File: src/rtl/pyrm_memory_block.sv
// pyrm RV64I memory-access stage: issues aligned data-memory requests, aligns and
// extends load results, passes ALU results through, and reports bad accesses.
module pyrm_memory_block (
  input  logic        clk,
  input  logic        reset_pyri,
  input  logic [63:0] pc_pyri,
  input  logic        pc_valid_pyri,
  output logic        pc_retry_pyro,
  input  logic [31:0] inst_pyri,
  input  logic        inst_valid_pyri,
  output logic        inst_retry_pyro,
  input  logic [63:0] rdata_pyri,
  input  logic        rdata_valid_pyri,
  output logic        rdata_retry_pyro,
  input  logic [63:0] raddr_pyri,
  input  logic        raddr_valid_pyri,
  output logic        raddr_retry_pyro,
  output logic [63:0] dmem_addr_pyro,
  output logic [63:0] dmem_wdata_pyro,
  output logic [7:0]  dmem_wmask_pyro,
  output logic        dmem_we_pyro,
  output logic        dmem_req_valid_pyro,
  input  logic        dmem_req_retry_pyri,
  input  logic [63:0] dmem_resp_data_pyri,
  input  logic        dmem_resp_valid_pyri,
  output logic        dmem_resp_retry_pyro,
  output logic [63:0] wb_data_pyro,
  output logic [4:0]  wb_rd_pyro,
  output logic        wb_valid_pyro,
  input  logic        wb_retry_pyri,
  output logic [63:0] exc_pc_pyro,
  output logic [63:0] exc_addr_pyro,
  output logic        exc_valid_pyro,
  input  logic        exc_retry_pyri
);

  typedef enum logic [2:0] {IDLE, REQ, WAIT, OUT, EXC} state_t;
  state_t state, state_nx;

  logic [6:0]  opcode;
  logic [2:0]  funct3;
  logic        is_branch, is_load, is_store, is_mem;
  logic        chan_ok, accept;
  logic [63:0] acc_addr;
  logic [2:0]  off, align_mask;
  logic [7:0]  base_mask;
  logic        malformed, misaligned, fault;
  logic [2:0]  ld_funct3;
  logic [2:0]  ld_off;
  logic [63:0] shifted, load_result;
  logic        unused_bits;

  assign unused_bits = ^{inst_pyri[31:15], inst_pyri[11:7]};

  assign opcode    = inst_pyri[6:0];
  assign funct3    = inst_pyri[14:12];
  assign is_branch = (opcode == 7'b1100011);
  assign is_load   = (opcode == 7'b0000011);
  assign is_store  = (opcode == 7'b0100011);
  assign is_mem    = is_load | is_store;

  // Branches need only pc+inst; everything else needs all four channels together.
  assign chan_ok = pc_valid_pyri & inst_valid_pyri &
                   (is_branch | (rdata_valid_pyri & raddr_valid_pyri));
  assign accept  = (state == IDLE) & ~reset_pyri & chan_ok;

  assign pc_retry_pyro    = ~accept;
  assign inst_retry_pyro  = ~accept;
  assign rdata_retry_pyro = ~(accept & ~is_branch);
  assign raddr_retry_pyro = ~(accept & ~is_branch);

  assign acc_addr = is_load ? rdata_pyri : raddr_pyri;
  assign off      = acc_addr[2:0];

  always_comb begin
    align_mask = 3'b000;
    base_mask  = 8'h01;
    case (funct3[1:0])
      2'b00: begin align_mask = 3'b000; base_mask = 8'h01; end
      2'b01: begin align_mask = 3'b001; base_mask = 8'h03; end
      2'b10: begin align_mask = 3'b011; base_mask = 8'h0F; end
      default: begin align_mask = 3'b111; base_mask = 8'hFF; end
    endcase
  end

  assign malformed  = (is_load & (funct3 == 3'b111)) | (is_store & funct3[2]);
  assign misaligned = |(off & align_mask);
  assign fault      = is_mem & (malformed | misaligned);

  assign shifted = dmem_resp_data_pyri >> {ld_off, 3'b000};
  always_comb begin
    load_result = shifted;
    case (ld_funct3)
      3'b000: load_result = {{56{shifted[7]}},  shifted[7:0]};
      3'b001: load_result = {{48{shifted[15]}}, shifted[15:0]};
      3'b010: load_result = {{32{shifted[31]}}, shifted[31:0]};
      3'b100: load_result = {56'd0, shifted[7:0]};
      3'b101: load_result = {48'd0, shifted[15:0]};
      3'b110: load_result = {32'd0, shifted[31:0]};
      default: load_result = shifted;
    endcase
  end

  always_ff @(posedge clk or posedge reset_pyri) begin
    if (reset_pyri) state <= IDLE;
    else            state <= state_nx;
  end

  always_comb begin
    state_nx             = state;
    dmem_req_valid_pyro  = 1'b0;
    dmem_resp_retry_pyro = 1'b1;
    wb_valid_pyro        = 1'b0;
    exc_valid_pyro       = 1'b0;
    case (state)
      IDLE: if (accept && !is_branch) begin
        if (fault)       state_nx = EXC;
        else if (is_mem) state_nx = REQ;
        else             state_nx = OUT;
      end
      REQ: begin
        dmem_req_valid_pyro = 1'b1;
        if (!dmem_req_retry_pyri) state_nx = dmem_we_pyro ? IDLE : WAIT;
      end
      WAIT: begin
        dmem_resp_retry_pyro = 1'b0;
        if (dmem_resp_valid_pyri) state_nx = OUT;
      end
      OUT: begin
        wb_valid_pyro = 1'b1;
        if (!wb_retry_pyri) state_nx = IDLE;
      end
      EXC: begin
        exc_valid_pyro = 1'b1;
        if (!exc_retry_pyri) state_nx = IDLE;
      end
      default: state_nx = IDLE;
    endcase
  end

  always_ff @(posedge clk or posedge reset_pyri) begin
    if (reset_pyri) begin
      dmem_addr_pyro  <= '0;
      dmem_wdata_pyro <= '0;
      dmem_wmask_pyro <= '0;
      dmem_we_pyro    <= 1'b0;
      wb_data_pyro    <= '0;
      wb_rd_pyro      <= '0;
      exc_pc_pyro     <= '0;
      exc_addr_pyro   <= '0;
      ld_funct3       <= '0;
      ld_off          <= '0;
    end else begin
      if (accept && !is_branch) begin
        if (fault) begin
          exc_pc_pyro   <= pc_pyri;
          exc_addr_pyro <= acc_addr;
        end else if (is_mem) begin
          dmem_addr_pyro  <= {acc_addr[63:3], 3'b000};
          dmem_we_pyro    <= is_store;
          dmem_wmask_pyro <= is_store ? 8'(base_mask << off) : 8'h00;
          dmem_wdata_pyro <= is_store ? (rdata_pyri << {off, 3'b000}) : 64'd0;
          ld_funct3       <= funct3;
          ld_off          <= off;
          if (is_load) wb_rd_pyro <= raddr_pyri[4:0];
        end else begin
          wb_data_pyro <= rdata_pyri;
          wb_rd_pyro   <= raddr_pyri[4:0];
        end
      end
      if (state == WAIT && dmem_resp_valid_pyri) wb_data_pyro <= load_result;
    end
  end

endmodule

File: config.mk
export PLATFORM = sky130hd
export DESIGN_NAME = pyrm_memory_block
export DESIGN_NICKNAME = d
export VERILOG_FILES = /design/src/rtl/pyrm_memory_block.sv
export SDC_FILE = /design/constraint.sdc
export NUM_CORES = 1
export LEC_CHECK = 0
export BUFFER_PORTS_ARGS = -buffer_cell sky130_fd_sc_hd__buf_2
export CAP_MARGIN = 20
export CORE_AREA = 2 2 251 253
export CTS_CLUSTER_DIAMETER = 100
export DETAILED_ROUTE_END_ITERATION = 8
export DIE_AREA = 0 0 253 255
export GPL_ROUTABILITY_DRIVEN = 0
export MAX_ROUTING_LAYER = met4
export PLACE_DENSITY_LB_ADDON = 0.3
export SYNTH_ARGS = -nofsm -noshare
export SYNTH_HDL_FRONTEND = slang
export SYNTH_SLANG_ARGS = --single-unit
export TNS_END_PERCENT = 50
File: constraint.sdc
create_clock -name clk -period 12.3 [get_ports clk]
set_input_delay 3.69 -clock clk [delete_from_list [all_inputs] [get_ports clk]]
set_output_delay 3.69 -clock clk [all_outputs]
set_load 0.1 [all_outputs]
==> flow_metrics.env, run 1 <==
export IMPL_status="completed"
export IMPL_start_util=0.290
export IMPL_grt_pass1_vias=16700
export IMPL_coreArea_mm2=0.0622
export IMPL_clk_latency_ps=570
export IMPL_drive_gt1_frac=0.359
export IMPL_yosysMostFrequentCell="nand2_1"
export IMPL_yosysTopAreaCell="dfrtp_1"
export IMPL_drc=0
export IMPL_rows=92
export IMPL_slew_headroom=0.213
export IMPL_start_kind="primary input"
export IMPL_wirelength_um=82000
export IMPL_synth_xor_area_frac=0
export IMPL_synth_edf_count=0
export IMPL_root_buffer="clkbuf_16"
export IMPL_fin_skew_ps=8.71
export IMPL_synth_top_cells_by_area="dfrtp_1 (47%), nand2_1 (9.0%), mux2_2 (6.7%)"
export IMPL_fp_dieW_um=253
export IMPL_synth_async_reset_ratio=1.00
export IMPL_cts_tree="done"
export IMPL_cts_max_path_buffers=3
export IMPL_setup_viol=0
export IMPL_path_cells="buf_2 -> nand3b_1 -> buf_4 -> nor3_1 -> nand3_1 -> nand2b_1 -> buf_2"
export IMPL_finalMaxSlewViolations=0
export IMPL_antenna_found_initial=3
export IMPL_yosys_warnings=0
export IMPL_viasPerCell=5.44
export IMPL_nFillCells=6350
export IMPL_worstSetupPathType="in2out"
export IMPL_cp_end_kind="output port"
export IMPL_multi_input_area_mm2=0.00879
export IMPL_hold_violations=0
export IMPL_leakage_nw=11.5
export IMPL_wl_per_cell_um=25.6
export IMPL_grt_max_degree=168
export IMPL_rsz0062_at_grt="false"
export IMPL_register_area_mm2=0.00851
export IMPL_arrival_ps=5240
export IMPL_io_pins=640
export IMPL_synth_top_family_by_area="compound AO/OA/AOI/OAI gates"
export IMPL_max_freq_mhz=112
export IMPL_maxCapViolations=0
export IMPL_die_area_mm2=0.0645
export IMPL_cts_max_level=2
export IMPL_seq_area_frac_synth=0.473
export IMPL_cpMostUsedCell="buf_2"
export IMPL_tightest_slew_ps=1180
export IMPL_yosys_area_share_simple=0.142
export IMPL_die_h_um=255
export IMPL_hold_path_class="reg2reg"
export IMPL_first_pass_iters=8
export IMPL_post_cts_setup_buffers=0
export IMPL_clk_pin_slew_ps=60
export IMPL_fin_hold_ws_ps=473
export IMPL_layout_min_cycle_time_ps=8930
export IMPL_crit_required_ps=8610
export IMPL_track_usage=0.249
export IMPL_ctsResizeCount=0
export IMPL_crit_fanout=37
export IMPL_synth_common_cells="nand2_1 (431), dfrtp_1 (340), o21ai_0 (189)"
export IMPL_port_buffers=614
export IMPL_crit_slowest_cell="buf_2"
export IMPL_synth_area_mm2=0.0180
export IMPL_drt_iter0_markers=1929
export IMPL_max_stage_delay_ps=460
export IMPL_grt_pass1_wl_um=114000
export IMPL_ir_drop_uv=295
export IMPL_finalCritPeriodShare=0.726
export IMPL_synth_cell_types=69
export IMPL_synthCells=1850
export IMPL_postCtsHoldBufs=0
export IMPL_cts_buffers=42
export IMPL_synth_seq_cells=340
export IMPL_ys_flop_type="dfrtp_1"
export IMPL_avgSynthCellArea_um2=9.73
export IMPL_gr_total_overflow=0
export IMPL_power_mw=4.07
export IMPL_synth_adder_area_share=0
export IMPL_p_per_area_mw_per_mm2=177
export IMPL_synth_compound_area_share=0.185
export IMPL_synth_top_area_share=0.473
export IMPL_dpl_hpwl_um=62100
export IMPL_cts_sinks=340
export IMPL_vias=17500
export IMPL_muxShareOfSynthArea=0.158
export IMPL_final_net_count=2668
export IMPL_area_growth_syn_to_layout_pct=27.7
export IMPL_tns_ps=0
export IMPL_antenna_left=0
## cell families after synthesis
kind of cell,after synthesis
AND/OR/NAND/NOR,594
multiplexers,239
other,1
buffers and inverters,176
AO/OA/AOI/OAI,500
flip-flops,340
## power breakdown
group	switching, mW	total, mW	internal, mW
sequential	0.0774	1.32	1.24
clock	0.524	1.23	0.708
combinational	1.27	1.53	0.258
total	1.87	4.07	2.20
## layer usage
metal  global-route usage  vias up  routed length, um
met5                    -        -                  0
met4                0.119        0               4180
met3               0.0595      206               7170
met2                0.383      916              37500
met1                0.308     8573              33200
li1                     -     7755                  -
## state kept, by name (all words and copies together) (netlist names)
name / count
exc_pc_pyro: 64
ld_off: 3
state: 3
wb_data_pyro: 64
wb_rd_pyro: 5
dmem_wdata_pyro: 64
dmem_we_pyro: 1
dmem_addr_pyro: 61
exc_addr_pyro: 64
dmem_wmask_pyro: 8
ld_funct3: 3
## through the flow
stage,area (um2),util,setup slack [ps],std cells
after floorplan,18000,-,2810,1852
after global placement,21600,0.348,3390,3125
after detailed placement,21600,0.348,3390,3125
after CTS,23000,0.370,3380,3202
after global routing,23000,0.370,3300,3204
final,23000,0.370,3370,3205
## cells in the final DEF, fill, tap and decap left out, drive strengths merged, types with 23 or more instances in the layout
cell and count:
a21oi 37, dfrtp 340, o21ai 196, clkbuf 61
a32oi 33, a31oi 31, mux2i 105, nand2 432
a211oi 57, nor2 34, nor3 23, mux2 109
buf 638, mux4 25, nand2b 35
## area by class of cell
type                    count  area share
multi-input cells        1336       0.382
flip-flops and latches    340       0.370
repair buffers            638       0.143
clock buffers              61      0.0523
well taps                 799      0.0435
clock inverters            16     0.00680
inverters                  12     0.00212
diodes                      3    0.000326
## final timing paths
| check | endpoint | cells past startpoint | slack [ps] | start |
|---|---|---|---|---|
| worst max-delay path | rdata_retry_pyro | 7 | 3370 | inst_pyri[3] |
| worst min-delay path | exc_addr_pyro[24] | 2 | 470 | exc_addr_pyro[24] |
| worst max register to register | wb_data_pyro[62] | 8 | 8720 | ld_off[0] |
| worst min register to register | exc_addr_pyro[24] | 2 | 470 | exc_addr_pyro[24] |
| max in group asynchronous | exc_pc_pyro[31] | 3 | 7790 | reset_pyri |
| min in group asynchronous | state[0] | 2 | 3100 | reset_pyri |
## worst max-delay path: cells and delay by family
kind	cells	cell delay (ps)
AND/OR/NAND/NOR	4	710
buffers and inverters	3	840
Note: power is estimated with default switching activity, not from simulation.
==> inputs of run 2 (changes only) <==
==> constraint.sdc (replaced) <==
create_clock -name clk -period 9.18 [get_ports clk]
set_input_delay 2.754 -clock clk [delete_from_list [all_inputs] [get_ports clk]]
set_output_delay 2.754 -clock clk [all_outputs]
set_load 0.1 [all_outputs]
==> run 2 against run 1 <==
Cell count hardly changed; via count is 0.71% lower; combinational power is 34% higher; non-clock buffer count is 2 higher; power is 33% higher; largest cell class unchanged; largest power group unchanged.
==> flow_metrics.env, run 2 (synthesized netlist as in run 1, its figures left out) <==
export IMPL_tightest_slew_ps=1300
export IMPL_worstSetupPathType="in2out"
export IMPL_max_freq_mhz=142
export IMPL_place_area_mm2=0.0217
export IMPL_top_layer="met4"
export IMPL_met3WireLength_um=6930
export IMPL_maxCapViolations=0
export IMPL_drt_met1_wl_um=33300
export IMPL_grt_max_degree=193
export IMPL_layout_common_cells="buf_2 (614), nand2_1 (429), dfrtp_1 (338)"
export IMPL_dpl_hpwl_um=61300
export IMPL_cts_tree="done"
export IMPL_hold_violations=0
export IMPL_design_area_mm2=0.0230
export IMPL_grt_pass1_wl_um=113000
export IMPL_arrival_ps=4310
export IMPL_finalMaxSlewViolations=0
export IMPL_clk_pin_slew_ps=60
export IMPL_antenna_left=0
export IMPL_status="completed"
export IMPL_gr_total_overflow=0
export IMPL_final_net_count=2668
export IMPL_clk_latency_ps=560
export IMPL_wl_per_cell_um=25.5
export IMPL_drt_iter0_markers=1697
export IMPL_grt_pass1_vias=16500
export IMPL_crit_required_ps=6430
export IMPL_cts_max_level=2
export IMPL_tns_ps=0
export IMPL_postCtsHoldBufs=0
export IMPL_coreArea_mm2=0.0622
export IMPL_drc=0
export IMPL_power_mw=5.43
export IMPL_first_pass_iters=8
export IMPL_io_pins=640
export IMPL_die_area_mm2=0.0645
export IMPL_root_buffer="clkbuf_16"
export IMPL_drive_gt1_frac=0.359
export IMPL_cts_max_path_buffers=3
export IMPL_fp_dieW_um=253
export IMPL_port_buffers=614
export IMPL_layout_min_cycle_time_ps=7060
export IMPL_rsz0062_at_grt="false"
export IMPL_antenna_found_initial=6
export IMPL_vias=17300
export IMPL_setup_viol=0
export IMPL_start_util=0.290
export IMPL_start_kind="primary input"
export IMPL_track_usage=0.247
export IMPL_rows=92
export IMPL_wirelength_um=81600
export IMPL_final_common_cell="buf_2"
export IMPL_ir_drop_uv=376
export IMPL_hold_path_class="reg2reg"
export IMPL_dp_cells=3126
export IMPL_cts_buffers=40
export IMPL_post_cts_setup_buffers=0
export IMPL_cp_end_kind="output port"
export IMPL_viasPerCell=5.41
export IMPL_leakage_nw=11.5
export IMPL_p_per_area_mw_per_mm2=236
export IMPL_crit_fanout=37
export IMPL_instances_no_fill=3202
export IMPL_slew_headroom=0.136
export IMPL_cts_sinks=340
export IMPL_fin_skew_ps=14.0
export IMPL_wl_met2_um=37800
export IMPL_finalCritPeriodShare=0.769
export IMPL_area_growth_syn_to_layout_pct=27.7
export IMPL_ctsResizeCount=0
export IMPL_die_h_um=255
[run 2: changes by cell type in the layout (fill, tap and decap cells not counted), moves of 3 or more]
cell	delta
clkbuf_1	-4
diode_2	+3
bufinv_16	+3
clkinv_2	+4
clkbuf_8	-3
clkinv_4	-3
[run 2: final cells by class]
cell class	instances	area, um2
Multi-Input combinational cell	1336	8790
Antenna cell	6	15.0
Inverter	12	48.8
Sequential cell	340	8510
Timing Repair Buffer	640	3320
Clock inverter	17	211
Tap cell	799	1000
Fill cell	6351	39200
Clock buffer	52	1100
[run 2: layer usage]
| metal | track usage | up-vias |
|---|---|---|
| li1 | - | 7765 |
| met4 | 0.103 | 0 |
| met3 | 0.0655 | 204 |
| met5 | - | - |
| met1 | 0.303 | 8423 |
| met2 | 0.386 | 934 |
[run 2: final timing paths]
| path | slack [ps] | startpoint | depth (start not counted) | end |
|---|---|---|---|---|
| min in group asynchronous | 2350 | reset_pyri | 3 | state[2] |
| worst min register to register | 470 | dmem_wdata_pyro[31] | 2 | dmem_wdata_pyro[31] |
| worst max-delay path | 2120 | inst_pyri[3] | 7 | rdata_retry_pyro |
| worst max register to register | 5680 | ld_off[0] | 7 | wb_data_pyro[44] |
| worst min-delay path | 470 | dmem_wdata_pyro[31] | 2 | dmem_wdata_pyro[31] |
| max in group asynchronous | 5340 | reset_pyri | 4 | exc_pc_pyro[26] |
[run 2: worst max-delay path, cell delays in order]
cell and delay [ps]:
buf_2 100, nand3b_1 140, buf_4 270, nor3_1 250, nand3_1 140, nand2b_1 180, buf_2 460
[run 2: metrics by stage]
step | hold WS (ps) | worst slack (ps) | util
final | 469 | 2120 | 0.370
after global placement | 457 | 2090 | 0.348
after floorplan | 502 | 1570 | -
after global routing | 489 | 1990 | 0.370
after detailed placement | 455 | 2140 | 0.349
after CTS | 471 | 2130 | 0.370
[run 2: report_power, final]
group          internal [mW]  switching [mW]  total, mW  leakage, nW
Sequential              1.66           0.100       1.76         4.55
Clock                  0.956           0.668       1.62        0.637
Combinational          0.348            1.70       2.05         6.32
